`src/rtl/column_output_drain.sv`:
```
// Column output drain: counts an accumulation window, then shifts, saturates and queues the column result.
// Optional macro DRAIN_RELU_EN clamps negative accumulator values to zero before shifting.
module column_output_drain #(
  parameter int ACC_LEN    = 16,
  parameter int FIFO_DEPTH = 4,
  parameter int OUT_W      = 16
) (
  input  logic                    clk,
  input  logic                    reset,
  input  logic                    start,
  input  logic [3:0]              shift_amt,
  input  logic signed [27:0]      acc_in,
  output logic signed [OUT_W-1:0] out_data,
  output logic                    out_valid,
  input  logic                    out_ready,
  output logic                    busy,
  output logic                    sat_flag,
  output logic                    overflow
);

  localparam int PTR_W = $clog2(FIFO_DEPTH);
  localparam logic signed [27:0] SAT_MAX = (28'sd1 <<< (OUT_W - 1)) - 28'sd1;
  localparam logic signed [27:0] SAT_MIN = -(28'sd1 <<< (OUT_W - 1));
  localparam logic [7:0]         LAST_CNT = 8'(ACC_LEN - 1);
  localparam logic [PTR_W:0]     FULL_CNT = (PTR_W + 1)'(FIFO_DEPTH);

  typedef enum logic [1:0] {IDLE, COUNT, CAPTURE} state_t;

  state_t state, state_nxt;
  logic [7:0] cnt, cnt_nxt;

  logic signed [27:0] relu_val;
  logic signed [27:0] shifted;
  logic [OUT_W-1:0]   result;
  logic               clamp;

  logic [OUT_W-1:0] mem [FIFO_DEPTH];
  logic [PTR_W-1:0] wr_ptr, rd_ptr;
  logic [PTR_W:0]   count;
  logic             push, pop, full, accept;

  always_ff @(posedge clk or negedge reset) begin
    if (!reset) begin
      state <= IDLE;
      cnt   <= '0;
    end else begin
      state <= state_nxt;
      cnt   <= cnt_nxt;
    end
  end

  // start is only looked at in IDLE and CAPTURE; a pulse mid-window is ignored
  always_comb begin
    state_nxt = state;
    cnt_nxt   = cnt;
    unique case (state)
      IDLE: begin
        if (start) begin
          state_nxt = COUNT;
          cnt_nxt   = '0;
        end
      end
      COUNT: begin
        cnt_nxt = cnt + 8'd1;
        if (cnt == LAST_CNT) state_nxt = CAPTURE;
      end
      CAPTURE: begin
        cnt_nxt = '0;
        state_nxt = start ? COUNT : IDLE;
      end
      default: state_nxt = IDLE;
    endcase
  end

  always_comb begin
`ifdef DRAIN_RELU_EN
    relu_val = acc_in[27] ? '0 : acc_in;
`else
    relu_val = acc_in;
`endif
    shifted = relu_val >>> shift_amt;
    clamp   = 1'b0;
    result  = OUT_W'(shifted);
    if (shifted > SAT_MAX) begin
      result = OUT_W'(SAT_MAX);
      clamp  = 1'b1;
    end else if (shifted < SAT_MIN) begin
      result = OUT_W'(SAT_MIN);
      clamp  = 1'b1;
    end
  end

  assign push   = (state == CAPTURE);
  assign pop    = out_valid && out_ready;
  assign full   = (count == FULL_CNT);
  assign accept = push && (!full || pop);

  // A push into a full FIFO is still taken when a pop frees a slot the same cycle
  always_ff @(posedge clk or negedge reset) begin
    if (!reset) begin
      wr_ptr   <= '0;
      rd_ptr   <= '0;
      count    <= '0;
      overflow <= 1'b0;
      sat_flag <= 1'b0;
    end else begin
      sat_flag <= push && clamp;
      if (push && !accept) overflow <= 1'b1;
      if (accept) wr_ptr <= wr_ptr + PTR_W'(1);
      if (pop)    rd_ptr <= rd_ptr + PTR_W'(1);
      unique case ({accept, pop})
        2'b10:   count <= count + (PTR_W + 1)'(1);
        2'b01:   count <= count - (PTR_W + 1)'(1);
        default: count <= count;
      endcase
    end
  end

  always_ff @(posedge clk) begin
    if (accept) mem[wr_ptr] <= result;
  end

  assign out_valid = (count != '0);
  assign out_data  = out_valid ? mem[rd_ptr] : '0;
  assign busy      = (state != IDLE);

endmodule

```
`config.mk`:
```
export PLATFORM = sky130hd
export DESIGN_NAME = column_output_drain
export DESIGN_NICKNAME = d
export VERILOG_FILES = /design/src/rtl/column_output_drain.sv
export SDC_FILE = /design/constraint.sdc
export NUM_CORES = 1
export LEC_CHECK = 0
export CORE_MARGIN = 5
export CORE_UTILIZATION = 45
export CTS_BUF_LIST = sky130_fd_sc_hd__clkbuf_16
export DETAILED_ROUTE_END_ITERATION = 16
export PLACE_DENSITY = 0.73
export RECOVER_POWER = 50
export SYNTH_ARGS = -nofsm -noshare
export SYNTH_HDL_FRONTEND = slang
export SYNTH_SLANG_ARGS = --single-unit
```
`constraint.sdc`:
```
create_clock -name clk -period 3.6 [get_ports clk]
set_clock_uncertainty 0.05 [all_clocks]
set_input_delay 0.72 -clock clk [delete_from_list [all_inputs] [get_ports clk]]
set_output_delay 0.72 -clock clk [all_outputs]
set_load 0.005 [all_outputs]
```
# Word-level counts from Yosys, hierarchy flattened
# Memories as Yosys holds them, arrays and structs flattened.
# Cells that the tools add are included.
dict set report word_totals {
  register_bits 19
  latchBits 0
  ram_bits 64
  rom_bits 0
  out_inout_bits 20
  elab_cells 52
  n_memories 1
}
# name words width rd rd_ports_with_merged_regs write_ports line_no
set mem_list {}
lappend mem_list {mem 4 16 1 0 1 37} ;# logic [OUT_W-1:0] mem [FIFO_DEPTH];
dict set report op_classes {
  n_addsub 5
  multipliers 0
  n_div 0
  order_cmp 2
  n_eq_ne 8
  shifts 1
  mux 14
  n_bitwise 0
  reduce_logical 14
}
# cell n
set ops {}
lappend ops {{16-bit two-way mux} 3}
lappend ops {{28-bit by 16-bit > comparator with 1-bit output, second input constant} 1}
lappend ops {{28-bit by 16-bit less-than comparator with 1-bit output, second input constant} 1}
lappend ops {{28-bit by 4-bit >>> shifter with 28-bit output} 1}
lappend ops {{8-bit one-hot mux with 3 select lines} 1}
lappend ops {{8-bit by 1-bit adder with 8-bit output, second input constant} 1}
lappend ops {{8-bit by 4-bit equality test with 1-bit output, second input constant} 1}
lappend ops {{8-bit two-way mux} 1}
lappend ops {{2-bit one-hot mux with 3 select lines} 1}
lappend ops {{3-bit one-hot mux with 2 select lines} 1}
lappend ops {{3-bit nonzero test} 2}
lappend ops {{1-bit two-way mux} 5}
lappend ops {{2-bit by 1-bit adder with 2-bit output, second input constant} 2}
lappend ops {{2-bit by 1-bit equality test with 1-bit output, second input constant} 2}
lappend ops {{2-bit equality test, second input constant} 2}
lappend ops {{1-bit logical AND} 4}
lappend ops {{2-bit two-way mux} 2}
lappend ops {{2-bit != test, second input constant} 2}
lappend ops {{2-bit AND reduction} 2}
lappend ops {{2-bit nonzero test} 2}
lappend ops {{3-bit by 1-bit adder with 3-bit output, second input constant} 1}
lappend ops {{3-bit equality test, second input constant} 1}
lappend ops {{3-bit by 1-bit subtractor with 3-bit output, second input constant} 1}
lappend ops {{1-bit zero test} 2}
lappend ops {{other kinds (2)} 2}

# Depth between registers and ports, before layout
dict set report logic_depth {
  depth_word 6
  ltp_mapped 12
  mapped_depth_nobuf 7
}

# Worst setup path before layout
# Ideal clock, no wire load.
dict set report synth_path {
  kind {in2reg}
  from {input port shift_amt[1]}
  to {memory mem[0][2], data pin}
  setup_time_ns 0.289
  arrival_time_ns 2.923
  required_time_ns 3.261
  path_slack_ns 0.338
  stages 9
  n_path_buf 3
  cell_sequence {buf_6 buf_2 mux2_2 o21ai_0 a221oi_1 or4b_1 nor2_1 buf_2 a21boi_0}
}
dict set report synth_via {
  elab_chain_cells 4
  word_cells_on_any_way 5
}
# item line_no
set synth_rtl {}
lappend synth_rtl {{start: declaration} 11} ;# input logic [3:0] shift_amt,
lappend synth_rtl {{28-bit by 4-bit >>> shifter with 28-bit output (*)} 81} ;# shifted = relu_val >>> shift_amt;
lappend synth_rtl {{28-bit by 16-bit less-than comparator with 1-bit output} 87} ;# end else if (shifted < SAT_MIN) begin
lappend synth_rtl {{16-bit two-way mux} 87}
lappend synth_rtl {{16-bit two-way mux (*)} 84} ;# if (shifted > SAT_MAX) begin
lappend synth_rtl {{net result[2]} 34} ;# logic [OUT_W-1:0] result;
lappend synth_rtl {{end: declaration} 37}
# Mark *: on every way through the listed nets, which the timed path passes. The rest lies on a longest branch.

# Final worst setup path
dict set report layout_path {
  from {input port acc_in[21]}
  to {memory mem[3][2], data pin}
}
dict set report layout_via {
  elab_chain_cells 4
  word_cells_on_any_way 5
}
# item line_no
set layout_rtl {}
lappend layout_rtl {{start: declaration} 12} ;# input logic signed [27:0] acc_in,
lappend layout_rtl {{28-bit by 4-bit >>> shifter with 28-bit output (*)} 81}
lappend layout_rtl {{28-bit by 16-bit less-than comparator with 1-bit output} 87}
lappend layout_rtl {{16-bit two-way mux} 87}
lappend layout_rtl {{16-bit two-way mux (*)} 84}
lappend layout_rtl {{net result[2]} 34}
# Marks and branches as above.

==> results.py <==
metrics = {
    "yosys": {
        "synthesis.instances": 409,
        "async_reset_ff_frac": 0.229,
        "ys.flop_type": "edfxtp_1",
        "synth_top_family_by_area": "multiplexers",
        "synth-seq-area-share": 0.469,
        "synthAdderAreaFrac": 0.0162,
        "synth-xor-area-share": 0.00857,
        "ys_warn_count": 0,
        "synthMuxAreaShare": 0.246,
        "syn_avg_cell_area_sq_um": 12.5,
        "synth.distinct_cells": 51,
        "syn_nets": 451,
        "synthSimpleGateAreaFrac": 0.110,
        "synth_edf_count": 64,
        "ys_seq_elements": 83,
        "synth_compound_area_frac": 0.113,
        "synthesis.area_sq_um": 5110,
    },
    "cts": {
        "cts_root_buf": "clkbuf_16",
        "cts_made_buffers": 9,
        "clk_pin_slew_ps": 60,
        "cts_buffer_depth": 2,
        "tritoncts": "done",
        "cts_sinks": 83,
        "h-tree-depth": 3,
        "insertion_delay_ps": 330,
    },
    "critical_path": {
        "path_max_fanout": 8,
        "rrSetupSlack_ps": 960,
        "crit_buf_inv": 1,
        "endpoint_kind": "flip-flop",
        "critPathTopFamily": "compound AO/OA/AOI/OAI gates",
        "required_ps": 3660,
        "crit_path_start_kind": "input pin",
        "cp.arrival_ps": 3470,
        "path_cells": "clkdlybuf4s50_1 > mux2i_1 > mux4_2 > a211oi_2 > a41oi_1 > or4b_1 > o21ai_0 > a21boi_0",
        "slowest_delay_ps": 660,
        "cp_slowest_cell": "or4b_1",
        "path_class": "in -> reg",
    },
    "power_and_ir_drop": {
        "p_switching_uw": 949,
        "power_frac_comb": 0.368,
        "power_switching_share": 0.289,
        "fin_total_pwr_mw": 3.28,
        "seq_power_share": 0.363,
        "vdd_drop_max_mv": 0.448,
        "clkPwrFrac": 0.269,
        "p_int_mw": 2.33,
        "leakagePower_nw": 2.28,
        "power-per-cell-area_nw_per_um2": 521,
    },
    "detailed_routing": {
        "met3_length_um": 434,
        "wl_per_cell_um": 16.9,
        "route.met2.wl_um": 5570,
        "ant_nets": 0,
        "drc_errors": 0,
        "top_layer_used": "met4",
        "firstDrtPassIters": 4,
        "wl_met1_um": 4620,
        "vias": 3596,
        "totalWireLength_um": 10800,
        "drt_iter0_drc": 239,
        "via_per_inst": 5.65,
    },
    "floorplanning": {
        "die-area_sq_um": 13600,
        "dieHeight_um": 117,
        "fp.coreArea_sq_um": 11300,
        "start_util": 0.454,
        "pin_count": 56,
        "die_w_um": 117,
        "fp-row-count": 39,
    },
    "sta": {
        "rsz0062_at_grt": "no",
        "setup_viol": 0,
        "slew_headroom": 0.296,
        "fmax_mhz": 294,
        "period_needed_ps": 3410,
        "timing.final.crit_share": 0.946,
        "tightest_slew_ps": 1060,
        "hold_violations": 0,
        "slew_violations": 0,
    },
    "placement": {
        "placed_area_sq_um": 6020,
        "post-dp-hpwl_um": 7940,
        "io_buffers": 55,
        "place_congestion": 0.858,
    },
    "finish": {
        "stdcell_area_sq_um": 6300,
        "diodes": 0,
        "final_common_cell": "edfxtp_1",
        "nets": 530,
        "fillers": 917,
        "layout_common_cells": "64 x edfxtp_1, 46 x clkdlybuf4s50_1, 41 x buf_4",
        "drive_gt1_frac": 0.247,
        "synthToLayoutAreaGrowth_pct": 23.3,
    },
    "global_route": {
        "grt_pass1_wl_um": 18300,
        "grt_antenna_before_repair": 0,
        "grt_remaining_overflow": 0,
        "grt_max_degree": 22,
        "grt_util_all_layers": 0.170,
        "grt_pass1_vias": 3676,
    },
    "run_status": {
        "status": "completed",
    },
    "run": {
        "maxCapViolCount": 0,
    },
    "min_path": {
        "hold_path.class": "reg -> reg",
    },
}
-- routing by layer --
layer  vias up  track usage
li1       1740            -
met1      1759        0.221
met2        82        0.296
met3        15       0.0275
met4         0       0.0497
met5         -            0
-- path summary, 6_finish.rpt --
check                      depth (start not counted)  startpoint   endpoint
min in group asynchronous                          1       reset   count[1]
setup reg to reg                                   4    state[0]  mem[1][4]
max in group asynchronous                          1       reset     cnt[4]
hold reg to reg                                    1    overflow   overflow
hold / removal                                     1    overflow   overflow
setup / recovery                                   8  acc_in[21]  mem[3][2]
-- cells by family after synthesis --
group                    Yosys count
multiplexers                      74
AO/OA/AOI/OAI                     87
adder cells (fa/ha/maj)            6
AND/OR/NAND/NOR                  110
XOR/XNOR                           5
buffers and inverters             44
flip-flops                        83
-- cell usage after synthesis, types with 12 or more instances --
cell type  instances  share of area
edfxtp_1          64           0.38
mux4_2            40           0.18
nand2_1           27          0.020
o21ai_0           25          0.024
and2_1            22          0.027
mux2i_1           22          0.043
dfrtp_1           19          0.093
clkbuf_1          18          0.013
nor2_1            18          0.013
nand3_1           15          0.015
a21oi_1           13          0.013
inv_1             13         0.0095
mux2_2            12          0.026
-- worst reg2reg max path, stage by stage, from the launching register on --
cell      delay, ps
dfrtp_1         520
nand2b_1        320
nor2_1          390
and2_0          180
clkbuf_1        780
-- cell type report --
class                      instances  area (sq um)  share of cell area
clock buffer                       9           225              0.0357
clock inverter                     7          67.6              0.0107
inverter                          13          48.8             0.00774
multi-input combinational        282          2520               0.401
sequential                        83          2400               0.380
tap                              143           179              0.0284
timing repair buffer              99           860               0.136
-- power by group through the flow --
stage          Sequential [mW]  Clock (mW)  Combinational, mW
2_1_floorplan             1.19           0              0.745
3_3_place_gp              1.20           0               1.19
3_5_place_dp              1.21           0               1.22
4_1_cts                   1.19       0.904               1.23
5_1_grt                   1.20       0.943               1.33
6_report                  1.19       0.884               1.21
-- metrics by stage --
| stage | worst slack (ps) | hold slack (ps) | TNS, ps | util | instances |
|---|---|---|---|---|---|
| after floorplan | 338 | 374 | 0 | - | 409 |
| after global routing | 6.51 | 414 | 0 | 0.559 | 636 |
| final | 193 | 403 | 0 | 0.559 | 636 |
| after detailed placement | -159 | 400 | -5370 | 0.534 | 620 |
| after CTS | 186 | 413 | 0 | 0.560 | 636 |
| after global placement | -38.2 | 392 | -224 | 0.534 | 620 |
-- what timing repair did --
item	4_1_cts	5_1_grt
resized for setup	0	1
buffers inserted	0	0
hold endpoints to repair	0	0
endpoints found under the setup margin	0	4
hold buffers	0	0
-- flip-flops by register name, summed over array words and instances, names as in the netlist --
| name | cells |
|---|---|
| cnt | 8 |
| count | 3 |
| mem | 64 |
| overflow | 1 |
| rd_ptr | 2 |
| sat_flag | 1 |
| state | 2 |
| wr_ptr | 2 |
Power figures use the tool's default switching activity.
